$ cat config.mk
export PLATFORM = sky130hd
export DESIGN_NAME = vx_muldiv_sched
export DESIGN_NICKNAME = d
export VERILOG_FILES = /design/src/rtl/vx_muldiv_sched_pkg.sv /design/src/rtl/vx_muldiv_rr_pick.sv /design/src/rtl/vx_muldiv_sched.sv
export SDC_FILE = /design/constraint.sdc
export NUM_CORES = 1
export LEC_CHECK = 0
export CAP_MARGIN = 25
export CORE_AREA = 4 4 361 363
export CTS_CLUSTER_SIZE = 20
export DETAILED_ROUTE_END_ITERATION = 6
export DIE_AREA = 0 0 365 367
export SYNTH_ARGS = -nofsm -noshare
export SYNTH_HDL_FRONTEND = slang
export SYNTH_SLANG_ARGS = --single-unit
$ cat constraint.sdc
create_clock -name clk -period 3.8 [get_ports clk]
set_input_delay 0.57 -clock clk [delete_from_list [all_inputs] [get_ports clk]]
set_output_delay 0.57 -clock clk [all_outputs]
set_load 0.05 [all_outputs]
$ cat src/rtl/vx_muldiv_sched_pkg.sv
// Shared types for the muldiv scheduler: FSM state encoding and index-width helper.
// Pure declarations, no logic.
package vx_muldiv_sched_pkg;

    typedef enum logic [1:0] {
        IDLE  = 2'd0,
        ISSUE = 2'd1,
        WAIT  = 2'd2,
        RSP   = 2'd3
    } state_e;

    function automatic int idx_width(input int n);
        return (n > 1) ? $clog2(n) : 1;
    endfunction

endpackage

$ cat src/rtl/vx_muldiv_rr_pick.sv
// Round-robin picker: first asserted request at or after ptr_i, wrapping N-1 -> 0.
// Purely combinational; no backpressure of its own.
module vx_muldiv_rr_pick
    import vx_muldiv_sched_pkg::*;
#(
    parameter int N  = 4,
    parameter int IW = idx_width(N)
) (
    input  logic [N-1:0]  valid_i,
    input  logic [IW-1:0] ptr_i,
    output logic [N-1:0]  grant_o,
    output logic [IW-1:0] idx_o,
    output logic          any_o
);

    logic [IW-1:0] pos;

    always_comb begin
        grant_o = '0;
        idx_o   = '0;
        any_o   = 1'b0;
        pos     = '0;
        for (int i = 0; i < N; i++) begin
            pos = IW'((int'(ptr_i) + i) % N);
            if (!any_o && valid_i[pos]) begin
                any_o        = 1'b1;
                grant_o[pos] = 1'b1;
                idx_o        = pos;
            end
        end
    end

endmodule

$ cat src/rtl/vx_muldiv_sched.sv
// Shares one strobe/busy serial unit among NUM_REQS requesters, round-robin; optional VX_MULDIV_SCHED_PERF_EN adds perf counters.
// Latency: fire->strobe 1 cycle, busy low->rsp_valid 1 cycle; one op in flight.
// Backpressure: requests accepted only in IDLE; rsp held stable until rsp_ready.
module vx_muldiv_sched
    import vx_muldiv_sched_pkg::*;
#(
    parameter int NUM_REQS = 4,
    parameter int DATAW    = 128,
    parameter int RESW     = 64,
    parameter int TAGW     = 32,
    localparam int IDXW    = idx_width(NUM_REQS)
) (
    input  logic                     clk,
    input  logic                     reset,
    input  logic [NUM_REQS-1:0]      req_valid,
    output logic [NUM_REQS-1:0]      req_ready,
    input  logic [NUM_REQS*DATAW-1:0] req_data,
    input  logic [NUM_REQS*TAGW-1:0] req_tag,
    output logic                     unit_strobe,
    input  logic                     unit_busy,
    output logic [DATAW-1:0]         unit_data,
    input  logic [RESW-1:0]          unit_result,
    output logic                     rsp_valid,
    input  logic                     rsp_ready,
    output logic [RESW-1:0]          rsp_result,
    output logic [TAGW-1:0]          rsp_tag,
    output logic [IDXW-1:0]          rsp_idx
`ifdef VX_MULDIV_SCHED_PERF_EN
    ,
    output logic [63:0]              perf_busy_cycles,
    output logic [63:0]              perf_stall_cycles
`endif
);

    state_e            state_q, state_d;
    logic [IDXW-1:0]   rr_ptr_q, rr_ptr_d;
    logic [DATAW-1:0]  unit_data_q, unit_data_d;
    logic [RESW-1:0]   res_q, res_d;
    logic [TAGW-1:0]   tag_q, tag_d;
    logic [IDXW-1:0]   idx_q, idx_d;

    logic [NUM_REQS-1:0] grant;
    logic [IDXW-1:0]     gidx;
    logic                any_vld;

    logic [DATAW-1:0] data_a [NUM_REQS];
    logic [TAGW-1:0]  tag_a  [NUM_REQS];

    for (genvar g = 0; g < NUM_REQS; g++) begin : g_unpack
        assign data_a[g] = req_data[g*DATAW +: DATAW];
        assign tag_a[g]  = req_tag[g*TAGW +: TAGW];
    end

    vx_muldiv_rr_pick #(
        .N  (NUM_REQS),
        .IW (IDXW)
    ) u_pick (
        .valid_i (req_valid),
        .ptr_i   (rr_ptr_q),
        .grant_o (grant),
        .idx_o   (gidx),
        .any_o   (any_vld)
    );

    always_comb begin
        state_d     = state_q;
        rr_ptr_d    = rr_ptr_q;
        unit_data_d = unit_data_q;
        res_d       = res_q;
        tag_d       = tag_q;
        idx_d       = idx_q;
        req_ready   = '0;
        unit_strobe = 1'b0;
        rsp_valid   = 1'b0;
        case (state_q)
            IDLE: begin
                req_ready = grant;
                if (any_vld) begin
                    unit_data_d = data_a[gidx];
                    tag_d       = tag_a[gidx];
                    idx_d       = gidx;
                    state_d     = ISSUE;
                end
            end
            ISSUE: begin
                unit_strobe = 1'b1;
                state_d     = WAIT;
            end
            WAIT: begin
                // A zero-iteration unit never raises busy; its result is taken here directly.
                if (!unit_busy) begin
                    res_d   = unit_result;
                    state_d = RSP;
                end
            end
            RSP: begin
                rsp_valid = 1'b1;
                if (rsp_ready) begin
                    rr_ptr_d = (idx_q == IDXW'(NUM_REQS - 1)) ? '0 : idx_q + 1'b1;
                    state_d  = IDLE;
                end
            end
            default: state_d = IDLE;
        endcase
    end

    always_ff @(posedge clk) begin
        if (reset) begin
            state_q     <= IDLE;
            rr_ptr_q    <= '0;
            unit_data_q <= '0;
            res_q       <= '0;
            tag_q       <= '0;
            idx_q       <= '0;
        end else begin
            state_q     <= state_d;
            rr_ptr_q    <= rr_ptr_d;
            unit_data_q <= unit_data_d;
            res_q       <= res_d;
            tag_q       <= tag_d;
            idx_q       <= idx_d;
        end
    end

    assign unit_data  = unit_data_q;
    assign rsp_result = res_q;
    assign rsp_tag    = tag_q;
    assign rsp_idx    = idx_q;

`ifdef VX_MULDIV_SCHED_PERF_EN
    logic [63:0] perf_busy_q, perf_stall_q;
    logic        busy_inc, stall_inc;

    assign busy_inc  = (state_q == ISSUE) || (state_q == WAIT);
    assign stall_inc = (|req_valid) && !(|req_ready);

    always_ff @(posedge clk) begin
        if (reset) begin
            perf_busy_q  <= '0;
            perf_stall_q <= '0;
        end else begin
            if (busy_inc && (perf_busy_q != '1))
                perf_busy_q <= perf_busy_q + 64'd1;
            if (stall_inc && (perf_stall_q != '1))
                perf_stall_q <= perf_stall_q + 64'd1;
        end
    end

    assign perf_busy_cycles  = perf_busy_q;
    assign perf_stall_cycles = perf_stall_q;
`endif

endmodule

==> metrics.txt, run 1 <==
Initial Util 0.09765; Clock Skew approximately 0.028 ns; unrepaired setup endpoints after global routing no; fin area about 25000 µm²; # DRC 0; Clock transition at path regs ~0.06 ns; HPWL Detailed 79.12 mm; H-tree depth 1; share of layout cells above drive strength 1 0.06129; CP startpoint kind flip-flop; I/O pin total 944; Vias 14090; Peak VDD IR approximately 350 µV; minimum clock period roughly 3.6 ns; Die Area roughly 130000 µm²; Synthesized Nets roughly 2000; share of the core filled with cells 0.1953; Worst Path Arrival 3.02 ns; worst-margin pin slew 1.030 ns; setup violators final 0; global-route wire length before repair roughly 120 mm; initial drt markers between 900 and 1000; number of synthesized flops with an enable pin 0; WL final approximately 93 mm; Die Width between 300 and 400 µm; worst-skew pair later-pin latency roughly 0.62 ns; IO Port Bufs roughly 940; CTS Buffer Depth 3; nets 2922; fillers ~14000; Num CTS Buffers 30; ANT nets after route 0; critical path required time around 3.2 ns; post-DR wirelength/cell roughly 24 µm; Pwr per Cell Area approximately 590 nW/µm²; Area Growth Syn to Fin 99.95%; cts hold-fix bufs 0; dpl ws roughly 0.15 ns; Clock Tree Root clkbuf_16; Vias per Instance 3.623; Leak 9.016 nW; initial antenna violation count 27; multi-input logic area approximately 6900 µm²; CTS tree yes; final hold vios 0; synth unique cells 46; max_cap viols 0; core area roughly 130000 µm²; total power roughly 15 mW; Chip Height around 370 µm; Mapped Area ~12000 µm²; Worst slew margin 0.3114; Async S/R FF share, synth 0; vias in the first global route 14090; placer congestion estimate 0.9241; placed instance area about 24000 µm²; CTS sink cnt 230; number of synthesized register bits 230; Mapped Cells 1275; gr ovfl total 0; Setup Crit Path Kind reg -> out; HP Class reg -> reg; largest net degree at the start of global routing 77; gr usage total 0.1298; Core Rows approximately 130; yosys warns 0; sequential element share of the synthesized area 0.3712; register area around 4600 µm²; worst-path fanout max 8; status completed; setup_tns 0 ns; Tcrit/Tclk final 0.9442; Final Max Tran Viols 0; critical path endpoint category output pin; Post-synth top flop dfxtp_1; Fmax around 0.28 GHz; setup ws final 0.2120 ns; Synth Area per Inst 9.729 µm²; router iterations before antenna repair 6
## what timing repair did
item                       in CTS  in global routing
buffers inserted                0                  0
gates resized for setup         3                  2
setup endpoints to repair       4                  4
pin swaps                       0                  0
## placed cells by master, fill, tap and decap left out, types with 2 or more instances in the layout
| cell type | n |
|---|---|
| buf_4 | 47 |
| diode_2 | 9 |
| nor2_1 | 17 |
| ha_1 | 11 |
| clkinvlp_4 | 2 |
| a21o_1 | 60 |
| clkbuf_1 | 5 |
| a21oi_1 | 70 |
| nor2_4 | 2 |
| o32a_1 | 3 |
| mux4_2 | 2 |
| bufinv_16 | 2 |
| clkbuf_16 | 30 |
| a211oi_1 | 2 |
| clkinv_2 | 3 |
| nor2b_4 | 2 |
| buf_12 | 23 |
| inv_1 | 6 |
| a221oi_1 | 4 |
| clkbuf_8 | 7 |
| nand2_1 | 232 |
| nand2b_4 | 2 |
| nor2b_1 | 6 |
| clkdlybuf4s50_1 | 937 |
| dfxtp_1 | 229 |
| inv_6 | 2 |
| o22ai_1 | 60 |
| mux2i_1 | 322 |
| a22oi_1 | 4 |
| o221ai_1 | 100 |
## cell type report
type,instances,area share
flip-flops and latches,230,0.1857
diodes,9,0.0009080
clock inverters,11,0.005347
inverters,6,0.0009080
multi-input cells,922,0.2773
clock buffers,42,0.03491
well taps,1662,0.08384
repair buffers,1008,0.4111
## layer usage
metal / track usage / part of all wire / wire length, µm / up-vias
met2: 0.2180 / 0.47 / 44060 / 687
li1: - / - / - / 6566
met1: 0.1654 / 0.42 / 39260 / 6711
met4: 0.02915 / 0.019 / 1816 / 18
met3: 0.03491 / 0.085 / 7950 / 112
met5: 0 / 0.00099 / 92 / -
## synth_stat cells (2+ instances only)
master | instances | area, µm²
a211oi_1 | 2 | 15.01
buf_2 | 24 | 120.1
nand2_1 | 234 | 878.3
inv_1 | 6 | 22.52
nor2_1 | 18 | 67.56
a21oi_1 | 70 | 350.3
o22ai_1 | 60 | 375.4
nand2b_1 | 3 | 18.77
buf_12 | 19 | 380.4
a22oi_1 | 4 | 30.03
dfxtp_1 | 230 | 4604
o32a_1 | 3 | 30.03
a221oi_1 | 4 | 35.03
buf_6 | 13 | 146.4
dlygate4sd1_1 | 10 | 87.58
mux4_2 | 2 | 45.04
buf_4 | 10 | 75.07
mux2i_1 | 322 | 3223
clkbuf_1 | 39 | 146.4
ha_1 | 12 | 150.1
o221ai_1 | 100 | 875.8
a21o_1 | 60 | 450.4
nor2b_1 | 7 | 43.79
## worst paths after layout
kind	end	depth (start not counted)	start	slack, ns
max	req_ready[0]	9	rr_ptr_q[1]$_SDFFE_PP0P_	0.21
min	rsp_tag[31]$_SDFFE_PP0P_	1	rsp_tag[31]$_SDFFE_PP0P_	0.45
max reg2reg	unit_data[64]$_SDFFE_PP0P_	11	rr_ptr_q[1]$_SDFFE_PP0P_	0.58
min reg2reg	rsp_tag[31]$_SDFFE_PP0P_	1	rsp_tag[31]$_SDFFE_PP0P_	0.45
## state kept, by name (all words and copies together) (netlist names)
signal      cells
unit_data     128
state_q         2
rsp_tag        32
rsp_result     64
rsp_idx         2
rr_ptr_q        2
## critical path, cell delays in order, from the launching register on
cell	delay, ns
dfxtp_2	0.41
inv_1	0.16
ha_4	0.36
inv_1	0.10
or4_1	0.48
o31a_1	0.15
o21ai_4	0.17
a221oi_1	0.13
nor2b_1	0.24
buf_12	0.18
## report_power, final
part	internal (mW)	switching (mW)
Sequential	3.11	0.548
Combinational	2.98	5.11
Clock	1.72	1.25
## kinds of logic (layout without fill, tap and decap cells)
logic type                 count (synthesis)  in the layout  synth area share
muxes                                    325            325            0.2656
and+or+nand+nor                          272            272           0.08836
other                                      0              9                 0
DFF                                      230            230            0.3712
xor gates and xnor gates                   1              1         0.0007062
AOI/OAI and AO/OA                        312            312            0.1814
adders and majority gates                 12             12           0.01210
buffers and inverters                    123           1067           0.08069
## through the flow
stage                     cells  hold WS [ns]
after floorplan            1275        0.5106
after global placement     3828        0.4334
after detailed placement   3828        0.4381
after CTS                  3881        0.4116
after global routing       3886        0.4650
final                      3890        0.4507
No activity file was read; power rests on OpenSTA's default activity.
==> inputs of run 2 (changes only) <==
Settings changed: PLACE_DENSITY_LB_ADDON from default to 0.1.
==> metrics.txt, run 2 (synthesis gave the netlist of run 1 again) <==
# DRC 0; post-DR wirelength/cell about 23 µm; H-tree depth 2; gr usage total 0.1229; initial antenna violation count 25; ANT nets after route 0; CTS sink cnt 230; worst path bufs/invs 3; unrepaired setup endpoints after global routing no; HP Class reg -> reg; WP depth 9; worst-path fanout max 7; RR Endpoint unit_data[67]$_SDFFE_PP0P_; register area 4604 µm²; Cell Chain, Critical Path inv_1, ha_4, inv_1, or4_1, o31a_1, o21ai_2, a221oi_1, nor2b_1, buf_12; HPWL Detailed just over 70 mm; worst-margin pin slew about 0.98 ns; I/O pin total roughly 940; max FFs per register roughly 130; Peak VDD IR about 240 µV; r2r setup slk about 0.81 ns; Vias roughly 14000; commonest non-fill, non-tap cells in the layout clkdlybuf4s50_1 (938), mux2i_1 (322), nand2_1 (232); WL final roughly 90 mm; CP max-delay cell or4_1; worst-skew pair later-pin latency approximately 0.59 ns; Die Width 365 µm; Clock Skew approximately 0.023 ns; Final Max Tran Viols 0; router iterations before antenna repair 4; Worst R2R Path Depth 10; Setup Crit Path Kind reg -> out; Crit path top cell by count inv_1; Vias per Instance approximately 3.5; Pwr per Cell Area just under 600 nW/µm²; Die Area approximately 130000 µm²; CP startpoint kind flip-flop; final hold vios 0; most common cell after layout, fill and taps aside clkdlybuf4s50_1; minimum clock period approximately 3.5 ns; Critical Path Sink req_ready[2]; Num CTS Buffers 39; WHS 0.4443 ns; CTS Buffer Depth 3; nets 2913; IO Port Bufs ~940; critical path required time around 3.2 ns; initial drt markers about 460; Initial Util 0.09765; Chip Height around 370 µm; Crit path largest cell delay about 0.48 ns; critical path endpoint category output pin; setup_tns 0 ns; status completed; multi-input logic area roughly 7000 µm²; Clock Tree Root clkbuf_16; Leak roughly 9.0 nW; Fmax roughly 0.28 GHz; Tcrit/Tclk final 0.9243; setup violators final 0; Largest delay share family, worst path simple AND/OR/NAND/NOR gates; Clock transition at path regs 0.05 ns; gr ovfl total 0; placer congestion estimate 0.7975; vias in the first global route 14560; max_cap viols 0; cts hold-fix bufs 0; Worst Path Arrival between 2 and 3 ns; worst r2r src rr_ptr_q[0]$_SDFFE_PP0P_; core area between 100000 and 150000 µm²; Worst slew margin 0.3443; Area Growth Syn to Fin 101.0%; share of layout cells above drive strength 1 0.05636; fillers between 10000 and 15000; Core Rows about 130; largest net degree at the start of global routing around 70; global-route wire length before repair roughly 120 mm; Critical Path Source rr_ptr_q[0]$_SDFFE_PP0P_; CTS tree yes
## run 2: cell types whose count changed in the layout (fill, tap and decap cells not counted), sizes merged
cell           delta
bufinv            -2
buf              -19
diode             +1
clkdlybuf4s50     +1
clkbuf           +17
clkinv            +1
clkinvlp          +1
## run 2: stage by stage
step	area [µm²]	setup WS (ns)	power, mW	util	cells
floorplan	12400	0.3958	8.129	-	1275
global placement	23660	0.2430	11.55	0.1863	3810
detailed placement	23660	0.1602	11.54	0.1863	3810
CTS	24900	0.07475	15.31	0.1960	3880
global route	24920	0.08104	15.63	0.1962	3887
finish	24930	0.2876	14.85	0.1963	3890
## run 2: repair_timing
action                                  4_1_cts  5_1_grt
endpoints found under the setup margin        4        3
gates resized for setup                       2        1
setup buffers                                 0        0
## run 2: worst min path at each step
stage / startpoint / end / slack [ns] / depth (start not counted)
2_1_floorplan: state_q[0]$_SDFFE_PP0P_ / state_q[0]$_SDFFE_PP0P_ / 0.51 / 2
3_3_place_gp: rsp_tag[27]$_SDFFE_PP0P_ / rsp_tag[27]$_SDFFE_PP0P_ / 0.43 / 1
3_5_place_dp: rsp_tag[16]$_SDFFE_PP0P_ / rsp_tag[16]$_SDFFE_PP0P_ / 0.44 / 1
4_1_cts: rsp_tag[16]$_SDFFE_PP0P_ / rsp_tag[16]$_SDFFE_PP0P_ / 0.45 / 1
5_1_grt: rsp_tag[16]$_SDFFE_PP0P_ / rsp_tag[16]$_SDFFE_PP0P_ / 0.46 / 1
6_report: rsp_tag[16]$_SDFFE_PP0P_ / rsp_tag[16]$_SDFFE_PP0P_ / 0.44 / 1
## run 2: final cells by class
type                       instances  area share
clock buffer                      59     0.04497
tap                             1662     0.08341
inverter                           6   0.0009033
multi-input combinational        922      0.2755
antenna                           10    0.001004
timing repair buffer             990      0.4052
sequential                       230      0.1847
clock inverter                    11    0.004316
## run 2: report_power, final
| part | switching (mW) | total [mW] | internal (mW) |
|---|---|---|---|
| sequential | 0.436 | 3.55 | 3.11 |
| combinational | 4.81 | 7.76 | 2.95 |
| clock | 1.49 | 3.54 | 2.05 |
## run 2: layer usage
metal	up-vias	share of wire	GRT usage	wire length (µm)
met5	-	0.0014	0	122
met4	18	0.029	0.04131	2529
met3	108	0.077	0.03900	6770
met2	503	0.52	0.2296	45930
met1	6491	0.37	0.1288	32360
li1	6572	-	-	-
==> inputs of run 3 (changes only) <==
Settings changed: CORE_AREA 4 4 361 363 to 4 4 362 364, CTS_BUF_LIST from default to sky130_fd_sc_hd__clkbuf_8, DIE_AREA 0 0 365 367 to 0 0 366 368.
Clock period 3.8 ns to 4.1 ns, I/O delays scaled along.
==> metrics.txt, run 3 (synthesis gave the netlist of run 1 again) <==
status completed; share of layout cells above drive strength 1 0.07010; initial drt markers around 450; total power 13.30 mW; worst-margin pin slew around 0.95 ns; ANT nets after route 0; fin area 24860 µm²; max FFs per register 128; Num CTS Buffers between 50 and 60; cts hold-fix bufs 0; # DRC 0; gr ovfl total 0; CP startpoint kind flip-flop; router iterations before antenna repair 4; HPWL Detailed roughly 70 mm; Layout Cells excl Fill between 3000 and 4000; Worst slew margin 0.3650; Area Growth Syn to Fin 100.4%; critical path required time 3.48 ns; minimum clock period 3.729 ns; Crit path largest cell delay ~0.48 ns; Leak 9.121 nW; most common cell after layout, fill and taps aside clkdlybuf4s50_1; core area 127400 µm²; Die Area 134700 µm²; final hold vios 0; Initial Util 0.09740; nets between 2000 and 3000; worst-skew pair later-pin latency around 0.7 ns; Die Width 366 µm; WHS ~0.39 ns; vias in the first global route between 15000 and 20000; r2r setup slk just over 0.8 ns; Crit path top cell by count inv_1; Clock Tree Root clkbuf_8; max_cap viols 0; Fmax 0.2682 GHz; dpl ws approximately 0.33 ns; H-tree depth 2; post-DR wirelength/cell between 20 and 25 µm; Clock Skew between 0.05 and 0.06 ns; commonest non-fill, non-tap cells in the layout clkdlybuf4s50_1 (938), mux2i_1 (322), nand2_1 (232); unrepaired setup endpoints after global routing no; placed instance area between 20000 and 25000 µm²; worst-path fanout max 8; post_cts resized 4; CTS tree yes; postcts setup bufs 0; HP Class in -> reg; Chip Height about 370 µm; Vias 13890; gr usage total 0.1220; share of the core filled with cells 0.1952; setup_tns 0 ns; Cell Chain, Critical Path inv_1, ha_4, inv_1, or4_1, o31a_1, o21ai_2, a221oi_1, nor2b_1, buf_12; largest net degree at the start of global routing 96; Pwr per Cell Area roughly 540 nW/µm²; Setup Crit Path Kind reg -> out; setup ws final between 0.3 and 0.4 ns; CTS sink cnt between 200 and 250; placer congestion estimate around 0.79; IO Port Bufs 943; critical path endpoint category output pin; Worst Path Arrival a little over 3 ns; Placed Cells roughly 3800; Peak VDD IR 242.1 µV; Vias per Instance 3.531; Core Rows 131; Final Max Tran Viols 0; setup violators final 0; I/O pin total 944; Clock transition at path regs 0.05 ns; CP max-delay cell or4_1; global-route wire length before repair between 100 and 150 mm; Tcrit/Tclk final 0.9095; initial antenna violation count 31; WL final around 87 mm; CTS Buffer Depth 3
run 3: area by class of cell:
class	count	area, µm²
repair buffers	1001	10150
flip-flops and latches	230	4606
inverters	6	22.52
clock inverters	26	131.4
fillers	14030	102500
clock buffers	69	949.7
multi-input cells	922	6877
diodes	18	45.04
well taps	1662	2079
run 3: path summary, 6_finish.rpt:
kind / start / to / cells past startpoint
min: reset / state_q[1]$_SDFFE_PP0P_ / 3
max: rr_ptr_q[1]$_SDFFE_PP0P_ / req_ready[0] / 9
max reg2reg: rr_ptr_q[1]$_SDFFE_PP0P_ / unit_data[66]$_SDFFE_PP0P_ / 10
min reg2reg: unit_data[69]$_SDFFE_PP0P_ / unit_data[69]$_SDFFE_PP0P_ / 1
run 3: report_power, final:
part	switching [mW]	leakage [nW]	internal [mW]	total, mW
Sequential	0.406	1.89	2.88	3.29
Combinational	4.47	6.60	2.74	7.21
Clock	1.29	0.633	1.50	2.80
Total	6.17	9.12	7.13	13.3
run 3: routing by layer:
| metal | track usage | part of all wire |
|---|---|---|
| met5 | 0 | 0.0015 |
| met2 | 0.2181 | 0.51 |
| met1 | 0.1299 | 0.37 |
| met4 | 0.04575 | 0.032 |
| met3 | 0.04692 | 0.082 |
run 3: critical path: cells and delay by family (launching register included):
kind                     cells  cell delay, ns
adder cells (fa/ha/maj)      1            0.36
flip-flops                   1            0.43
buffers and inverters        3            0.45
AND/OR/NAND/NOR              2            0.70
AO/OA/AOI/OAI                3            0.47
